**src/rtl/mem_fifo_ctrl_32x64_if.sv**
```systemverilog
// Stream and SRAM-port bundle for mem_fifo_ctrl_32x64.
// slave  : the FIFO controller side (drives in_ready, out_*, mem_W0_*, mem_R0_addr/en).
// master : the surrounding producer/consumer/SRAM side.
interface mem_fifo_ctrl_32x64_if #(
  parameter int WIDTH  = 64,
  parameter int ADDR_W = 5,
  parameter int MASK_W = 8
);
  logic              in_valid;
  logic              in_ready;
  logic [WIDTH-1:0]  in_data;
  logic              out_valid;
  logic              out_ready;
  logic [WIDTH-1:0]  out_data;
  logic [ADDR_W-1:0] mem_W0_addr;
  logic              mem_W0_en;
  logic [WIDTH-1:0]  mem_W0_data;
  logic [MASK_W-1:0] mem_W0_mask;
  logic [ADDR_W-1:0] mem_R0_addr;
  logic              mem_R0_en;
  logic [WIDTH-1:0]  mem_R0_data;

  modport slave (
    input  in_valid, in_data, out_ready, mem_R0_data,
    output in_ready, out_valid, out_data,
    output mem_W0_addr, mem_W0_en, mem_W0_data, mem_W0_mask,
    output mem_R0_addr, mem_R0_en
  );

  modport master (
    output in_valid, in_data, out_ready, mem_R0_data,
    input  in_ready, out_valid, out_data,
    input  mem_W0_addr, mem_W0_en, mem_W0_data, mem_W0_mask,
    input  mem_R0_addr, mem_R0_en
  );
endinterface

```
**src/rtl/mem_fifo_ctrl_32x64.sv**
```systemverilog
// Synchronous FIFO controller in front of a 32x64 1R1W masked SRAM.
// Reads are issued ahead into a 2-entry skid buffer so the one-cycle SRAM
// read latency is hidden and one push plus one pop can happen every cycle.
// Optional feature macro: MEM_FIFO_CTRL_LEVEL_EN adds a registered `level`
// output (total stored entries, SRAM + in flight + buffer).
module mem_fifo_ctrl_32x64 #(
  parameter int DEPTH  = 32,
  parameter int WIDTH  = 64,
  parameter int ADDR_W = 5,
  parameter int MASK_W = 8
) (
  input  logic                 clock,
  input  logic                 reset_n,
  input  logic                 flush,
  mem_fifo_ctrl_32x64_if.slave bus
`ifdef MEM_FIFO_CTRL_LEVEL_EN
  ,
  output logic [ADDR_W+1:0]    level
`endif
);

  localparam logic [ADDR_W:0] FULL_CNT = (ADDR_W+1)'(DEPTH);
  localparam logic [ADDR_W:0] PTR_ONE  = (ADDR_W+1)'(1);

  // Pointers carry one extra MSB so full (count == DEPTH) differs from empty.
  logic [ADDR_W:0]  wr_ptr_q, wr_ptr_d;
  logic [ADDR_W:0]  rd_ptr_q, rd_ptr_d;
  logic             inflight_q, inflight_d;
  logic [1:0]       buf_count_q, buf_count_d;
  logic [WIDTH-1:0] buf0_q, buf0_d;   // head of the skid buffer
  logic [WIDTH-1:0] buf1_q, buf1_d;   // second entry
  logic             in_ready_q, in_ready_d;

  logic [ADDR_W:0]  mem_count_s;
  logic             push_s;
  logic             pop_s;
  logic             rd_s;
  logic [2:0]       occ_s;
  logic [1:0]       cnt_after_pop_s;

  // in_ready depends only on SRAM occupancy; the buffer is refilled by reads.
  assign mem_count_s     = wr_ptr_q - rd_ptr_q;
  assign bus.in_ready    = in_ready_q && (mem_count_s != FULL_CNT);
  assign bus.out_valid   = (buf_count_q != 2'd0);
  assign bus.out_data    = buf0_q;
  assign push_s          = bus.in_valid && bus.in_ready && !flush;
  assign pop_s           = bus.out_valid && bus.out_ready && !flush;
  // Buffer slots that stay claimed after this cycle's pop, counting the read
  // already in flight; a new read is issued only if one slot remains free.
  assign occ_s           = {1'b0, buf_count_q} + {2'b00, inflight_q} - {2'b00, pop_s};
  assign rd_s            = (mem_count_s != {(ADDR_W+1){1'b0}}) && (occ_s < 3'd2) && !flush;
  assign cnt_after_pop_s = buf_count_q - {1'b0, pop_s};

  assign bus.mem_W0_en   = push_s;
  assign bus.mem_W0_addr = wr_ptr_q[ADDR_W-1:0];
  assign bus.mem_W0_data = bus.in_data;
  assign bus.mem_W0_mask = {MASK_W{1'b1}};
  assign bus.mem_R0_en   = rd_s;
  assign bus.mem_R0_addr = rd_ptr_q[ADDR_W-1:0];

  // Next-state for pointers, read tracking and the in-order skid buffer.
  always_comb begin
    wr_ptr_d    = wr_ptr_q;
    rd_ptr_d    = rd_ptr_q;
    inflight_d  = 1'b0;
    buf_count_d = buf_count_q;
    buf0_d      = buf0_q;
    buf1_d      = buf1_q;
    in_ready_d  = 1'b1;
    if (flush) begin
      // Dropping inflight and buf_count discards any read data still returning.
      wr_ptr_d    = {(ADDR_W+1){1'b0}};
      rd_ptr_d    = {(ADDR_W+1){1'b0}};
      inflight_d  = 1'b0;
      buf_count_d = 2'd0;
    end else begin
      if (push_s) begin
        wr_ptr_d = wr_ptr_q + PTR_ONE;
      end else begin
        wr_ptr_d = wr_ptr_q;
      end
      if (rd_s) begin
        rd_ptr_d   = rd_ptr_q + PTR_ONE;
        inflight_d = 1'b1;
      end else begin
        rd_ptr_d   = rd_ptr_q;
        inflight_d = 1'b0;
      end
      if (pop_s) begin
        buf0_d = buf1_q;
      end else begin
        buf0_d = buf0_q;
      end
      // Returning SRAM data lands at the tail left after the pop.
      if (inflight_q) begin
        case (cnt_after_pop_s)
          2'd0:    buf0_d = bus.mem_R0_data;
          default: buf1_d = bus.mem_R0_data;
        endcase
      end else begin
        buf1_d = buf1_q;
      end
      buf_count_d = cnt_after_pop_s + {1'b0, inflight_q};
    end
  end

  // State register with asynchronous active-low reset.
  always_ff @(posedge clock or negedge reset_n) begin
    if (!reset_n) begin
      wr_ptr_q    <= {(ADDR_W+1){1'b0}};
      rd_ptr_q    <= {(ADDR_W+1){1'b0}};
      inflight_q  <= 1'b0;
      buf_count_q <= 2'd0;
      buf0_q      <= {WIDTH{1'b0}};
      buf1_q      <= {WIDTH{1'b0}};
      in_ready_q  <= 1'b0;
    end else begin
      wr_ptr_q    <= wr_ptr_d;
      rd_ptr_q    <= rd_ptr_d;
      inflight_q  <= inflight_d;
      buf_count_q <= buf_count_d;
      buf0_q      <= buf0_d;
      buf1_q      <= buf1_d;
      in_ready_q  <= in_ready_d;
    end
  end

`ifdef MEM_FIFO_CTRL_LEVEL_EN
  logic [ADDR_W+1:0] level_q, level_d;

  // Total occupancy only moves on push or pop; reads just move entries around.
  always_comb begin
    level_d = level_q;
    if (flush) begin
      level_d = {(ADDR_W+2){1'b0}};
    end else begin
      level_d = level_q + {{(ADDR_W+1){1'b0}}, push_s} - {{(ADDR_W+1){1'b0}}, pop_s};
    end
  end

  // Occupancy register.
  always_ff @(posedge clock or negedge reset_n) begin
    if (!reset_n) begin
      level_q <= {(ADDR_W+2){1'b0}};
    end else begin
      level_q <= level_d;
    end
  end

  assign level = level_q;
`endif

endmodule

```
**src/flat_wrapper.sv**
```systemverilog
// flat-port wrapper written by rule: the top's interface ports become plain ports
module mem_fifo_ctrl_32x64_flat 
#(
  parameter int DEPTH  = 32,
  parameter int WIDTH  = 64,
  parameter int ADDR_W = 5,
  parameter int MASK_W = 8
)
  (clock, reset_n, flush, bus_in_valid, bus_in_data, bus_out_ready, bus_mem_R0_data, bus_in_ready, bus_out_valid, bus_out_data, bus_mem_W0_addr, bus_mem_W0_en, bus_mem_W0_data, bus_mem_W0_mask, bus_mem_R0_addr, bus_mem_R0_en);
  mem_fifo_ctrl_32x64_if #(.WIDTH(WIDTH), .ADDR_W(ADDR_W), .MASK_W(MASK_W)) bus_i ();
  input  logic clock;
  input  logic reset_n;
  input  logic flush;
  input wire logic [$bits(bus_i.in_valid)-1:0] bus_in_valid;
  input wire logic [$bits(bus_i.in_data)-1:0] bus_in_data;
  input wire logic [$bits(bus_i.out_ready)-1:0] bus_out_ready;
  input wire logic [$bits(bus_i.mem_R0_data)-1:0] bus_mem_R0_data;
  output wire logic [$bits(bus_i.in_ready)-1:0] bus_in_ready;
  output wire logic [$bits(bus_i.out_valid)-1:0] bus_out_valid;
  output wire logic [$bits(bus_i.out_data)-1:0] bus_out_data;
  output wire logic [$bits(bus_i.mem_W0_addr)-1:0] bus_mem_W0_addr;
  output wire logic [$bits(bus_i.mem_W0_en)-1:0] bus_mem_W0_en;
  output wire logic [$bits(bus_i.mem_W0_data)-1:0] bus_mem_W0_data;
  output wire logic [$bits(bus_i.mem_W0_mask)-1:0] bus_mem_W0_mask;
  output wire logic [$bits(bus_i.mem_R0_addr)-1:0] bus_mem_R0_addr;
  output wire logic [$bits(bus_i.mem_R0_en)-1:0] bus_mem_R0_en;
  assign bus_i.in_valid = bus_in_valid;
  assign bus_i.in_data = bus_in_data;
  assign bus_i.out_ready = bus_out_ready;
  assign bus_i.mem_R0_data = bus_mem_R0_data;
  assign bus_in_ready = bus_i.in_ready;
  assign bus_out_valid = bus_i.out_valid;
  assign bus_out_data = bus_i.out_data;
  assign bus_mem_W0_addr = bus_i.mem_W0_addr;
  assign bus_mem_W0_en = bus_i.mem_W0_en;
  assign bus_mem_W0_data = bus_i.mem_W0_data;
  assign bus_mem_W0_mask = bus_i.mem_W0_mask;
  assign bus_mem_R0_addr = bus_i.mem_R0_addr;
  assign bus_mem_R0_en = bus_i.mem_R0_en;
  mem_fifo_ctrl_32x64 #(.DEPTH(DEPTH), .WIDTH(WIDTH), .ADDR_W(ADDR_W), .MASK_W(MASK_W)) u_core (.clock(clock), .reset_n(reset_n), .flush(flush), .bus(bus_i));
endmodule
```
**config.mk**
```make
export PLATFORM = sky130hd
export DESIGN_NAME = mem_fifo_ctrl_32x64_flat
export DESIGN_NICKNAME = d
export VERILOG_FILES = /design/src/rtl/mem_fifo_ctrl_32x64_if.sv /design/src/rtl/mem_fifo_ctrl_32x64.sv /design/src/flat_wrapper.sv
export SDC_FILE = /design/constraint.sdc
export NUM_CORES = 1
export LEC_CHECK = 0
export ABC_AREA = 1
export BUFFER_PORTS_ARGS = -buffer_cell sky130_fd_sc_hd__buf_4
export CAP_MARGIN = 40
export CORE_MARGIN = 2
export CORE_UTILIZATION = 35
export CTS_CLUSTER_DIAMETER = 100
export DETAILED_ROUTE_END_ITERATION = 16
export GPL_TIMING_DRIVEN = 0
export PLACE_DENSITY_LB_ADDON = 0.3
export SLEW_MARGIN = 20
export SYNTH_ARGS = -nofsm -noshare
export SYNTH_HDL_FRONTEND = slang
export SYNTH_SLANG_ARGS = --single-unit
```
**constraint.sdc**
```tcl
create_clock -name clock -period 5 [get_ports clock]
set_input_delay 1 -clock clock [delete_from_list [all_inputs] [get_ports clock]]
set_output_delay 1 -clock clock [all_outputs]
set_load 0.01 [all_outputs]
```
==> metrics <==
top-count cell post-synth=dfrtp_1; Vias=5,960; PwrDens=556 mW/mm^2; Tmin final=4.69 ns; fmax=213 MHz; Mapped Area=0.00738 sq mm; TritonCTS clock tree=done; Worst EP required=4.00 ns; crit path cell chain=buf_4 > inv_2 > nand2_1 > nor2_4 > inv_2 > nor2_1 > o21ai_0 > fa_1 > o21ai_0 > a21oi_2 > nand2_1 > nor2_1 > buf_4; maxcap violations=0; clock network fraction of total power=21.7%; first-pass GRT wire length=30,100 microns; share of layout cells above drive strength 1=43.6%; Final nets=1,120; slowest CP cell=fa_1; CTS Hold Buffers Added=0; Worst-path clk slew=0.05 ns; DR WL/cell=15.3 microns; Worst path top cell family by delay=simple AND/OR/NAND/NOR gates; ys flop type=dfrtp_1; sequential power share=36.2%; row count=53; core box area=0.0209 sq mm; Final HPWL DP=13,800 microns; final hold violation count=0; yosys warns=0; area leader, netlist=dfrtp_1; top layer in use=met4; I/O pin count=283; Syn Area/Cell=9.97 sq um; clock root cell=clkbuf_16; Startpoint Class=primary input; die width=149 microns; DR iter-0 viols=295; crit share post-route=93.9%; Critical Path Max Stage Delay=0.49 ns; combinational share of power=42.1%; Routed Antenna Nets=0; Final GP Congestion=0.780; outcome=completed; DIE AREA=0.0223 sq mm; gr ovfl total=0; list of most frequent post-synthesis cells=144 x dfrtp_1, 135 x nor2_1, 86 x buf_4; initial antenna violation count=0; vias in the first global route=5,703; Post-Syn Instances=740; Cell variety after synth=40; Starting Density=35.3%; met1 wire length=8610 microns; ANT cells=0; total power=5510 uW; total track usage=17.4%; CTS max path bufs=2; crit path kind=in2out; area share of the largest cell type after synthesis=48.8%; Sink Count=144; Inst Count DP=1,234; setup bufs post-CTS=0; worst hold path class=reg2reg; fin util=47.4%; post-place setup slack=-0.155 ns; H-tree level count=4; relative slew slack=52.9%; Max FO, Critical Path=14; Post-Layout Cell Count=1,262; # DRC=0; setup ws final=0.306 ns; Max IR drop VDD=262 uV; area delta synth->final=34.3%; Worst setup EP type=output port; leakage power=0.00474 uW; DR WL met2=9000 microns; pin count of the biggest net entering global routing=91; Clock Latency Late Sink=0.42 ns; total CTS buffers=17; # port buffers=210; NetSw=2000 uW; worst slew pin tran=0.707 ns; Async S/R FF share, synth=100%; unrepaired setup endpoints after global routing=false; Finish-stage setup viols=0; die height=149 microns; routed wire length=19,300 microns; clk_skew=0.00827 ns; fin. max-slew vios=0; top post-synthesis cells by area=dfrtp_1 49%, buf_4 8.7%, mux2_2 7.8%; Sw Ratio=36.3%; Final TNS setup=0 ns; mean number of vias per cell=4.72; DRT Pass-1 Iters=4; internal power=3510 uW; Seq/Total Area, Yosys=48.8%; WP buf/inv=4; number of synthesized register bits=144; worst path arrival time=3.69 ns; metal3 WL=1440 microns; number of enable flip-flop cells after synthesis=0
==> routing by layer <==
| metal | vias up | global-route usage (%) |
|---|---|---|
| met4 | 0 | 4.81 |
| met5 | - | 0 |
| met3 | 22 | 4.83 |
| met1 | 2835 | 22.6 |
| li1 | 2905 | - |
| met2 | 198 | 28.7 |
==> worst paths after layout <==
check / cells after the start / slack [ns] / startpoint / to
worst max-delay path: 13 / 0.31 / flush / bus_mem_R0_en
worst min-delay path: 2 / 0.48 / u_core.buf1_q[56] / u_core.buf1_q[56]
worst max register to register: 10 / 2.10 / u_core.buf_count_q[1] / u_core.inflight_q
worst min register to register: 2 / 0.48 / u_core.buf1_q[56] / u_core.buf1_q[56]
max in group asynchronous: 2 / 3.70 / reset_n / u_core.bus.out_data[57]
min in group asynchronous: 1 / 0.49 / reset_n / u_core.bus.out_data[33]
==> cells in the final DEF, fill, tap and decap left out, drive strengths merged, types with 2 or more instances in the layout <==
cell type / Yosys / layout
mux2: 56 / 56
nand2: 44 / 44
xnor2: 2 / 2
a21oi: 12 / 12
dfrtp: 144 / 144
clkinvlp: 0 / 2
clkbuf: 14 / 33
nor3: 56 / 56
ha: 9 / 9
nand3b: 2 / 2
inv: 33 / 35
nand3: 24 / 24
o221a: 7 / 7
conb: 1 / 9
o21ai: 5 / 5
nand4: 15 / 15
clkinv: 0 / 4
buf: 110 / 321
nor2: 137 / 137
a211oi: 56 / 56
xor2: 7 / 7
==> power groups by stage <==
stage          logic (uW)  registers, uW  clock network [uW]
2_1_floorplan        1360           2060                   0
3_3_place_gp         2310           2000                   0
3_5_place_dp         2360           2010                   0
4_1_cts              2370           1990                1230
5_1_grt              2590           2060                1280
6_report             2320           1990                1200
==> layout make-up <==
type | count | area (sq um)
fill | 2033 | 11000
tap | 275 | 344
clock inverter | 9 | 86.3
clock buffer | 20 | 457
buffer | 123 | 856
multi-input combinational | 447 | 2830
inverter | 33 | 124
timing repair buffer | 211 | 1610
sequential | 144 | 3600
==> kinds of logic (layout without fill, tap and decap cells) <==
group	after synthesis	in the layout	synth area share (%)
compound gates	83	83	9.17
xor+xnor	9	9	1.17
fa+ha+maj	10	10	1.80
buf+inv	157	396	13.3
flops	144	144	48.8
mux	56	56	8.55
other cells	1	9	0.0508
simple gates	280	280	17.1
==> per-stage QoR <==
stage | hold slack, ns | area [sq um]
6_report | 0.483 | 9910
5_1_grt | 0.505 | 9910
4_1_cts | 0.483 | 9910
3_5_place_dp | 0.470 | 9370
3_3_place_gp | 0.462 | 9330
2_1_floorplan | 0.448 | 7410
==> registers in the layout, indices dropped and copies added, names as in the netlist <==
name                 cells
u_core.buf_count_q       2
u_core.rd_ptr_q          6
u_core.inflight_q        1
u_core.buf1_q           64
u_core.wr_ptr_q          6
u_core.bus.out_data     64
u_core.in_ready_q        1
==> what timing repair did <==
action / 4_1_cts / 5_1_grt
endpoints found under the hold margin: 0 / 0
endpoints found under the setup margin: 1 / 1
gates resized for setup: 1 / 0
pin swaps: 0 / 0
==> worst register-to-register path: cells and delay by family (launching register included) <==
family,cells,cell delay [ns]
AOI/OAI and AO/OA,3,0.54
DFF,1,0.49
adders and majority gates,1,0.49
and+or+nand+nor,5,1.07
buffers and inverters,1,0.23
No activity file was read; power rests on OpenSTA's default activity.
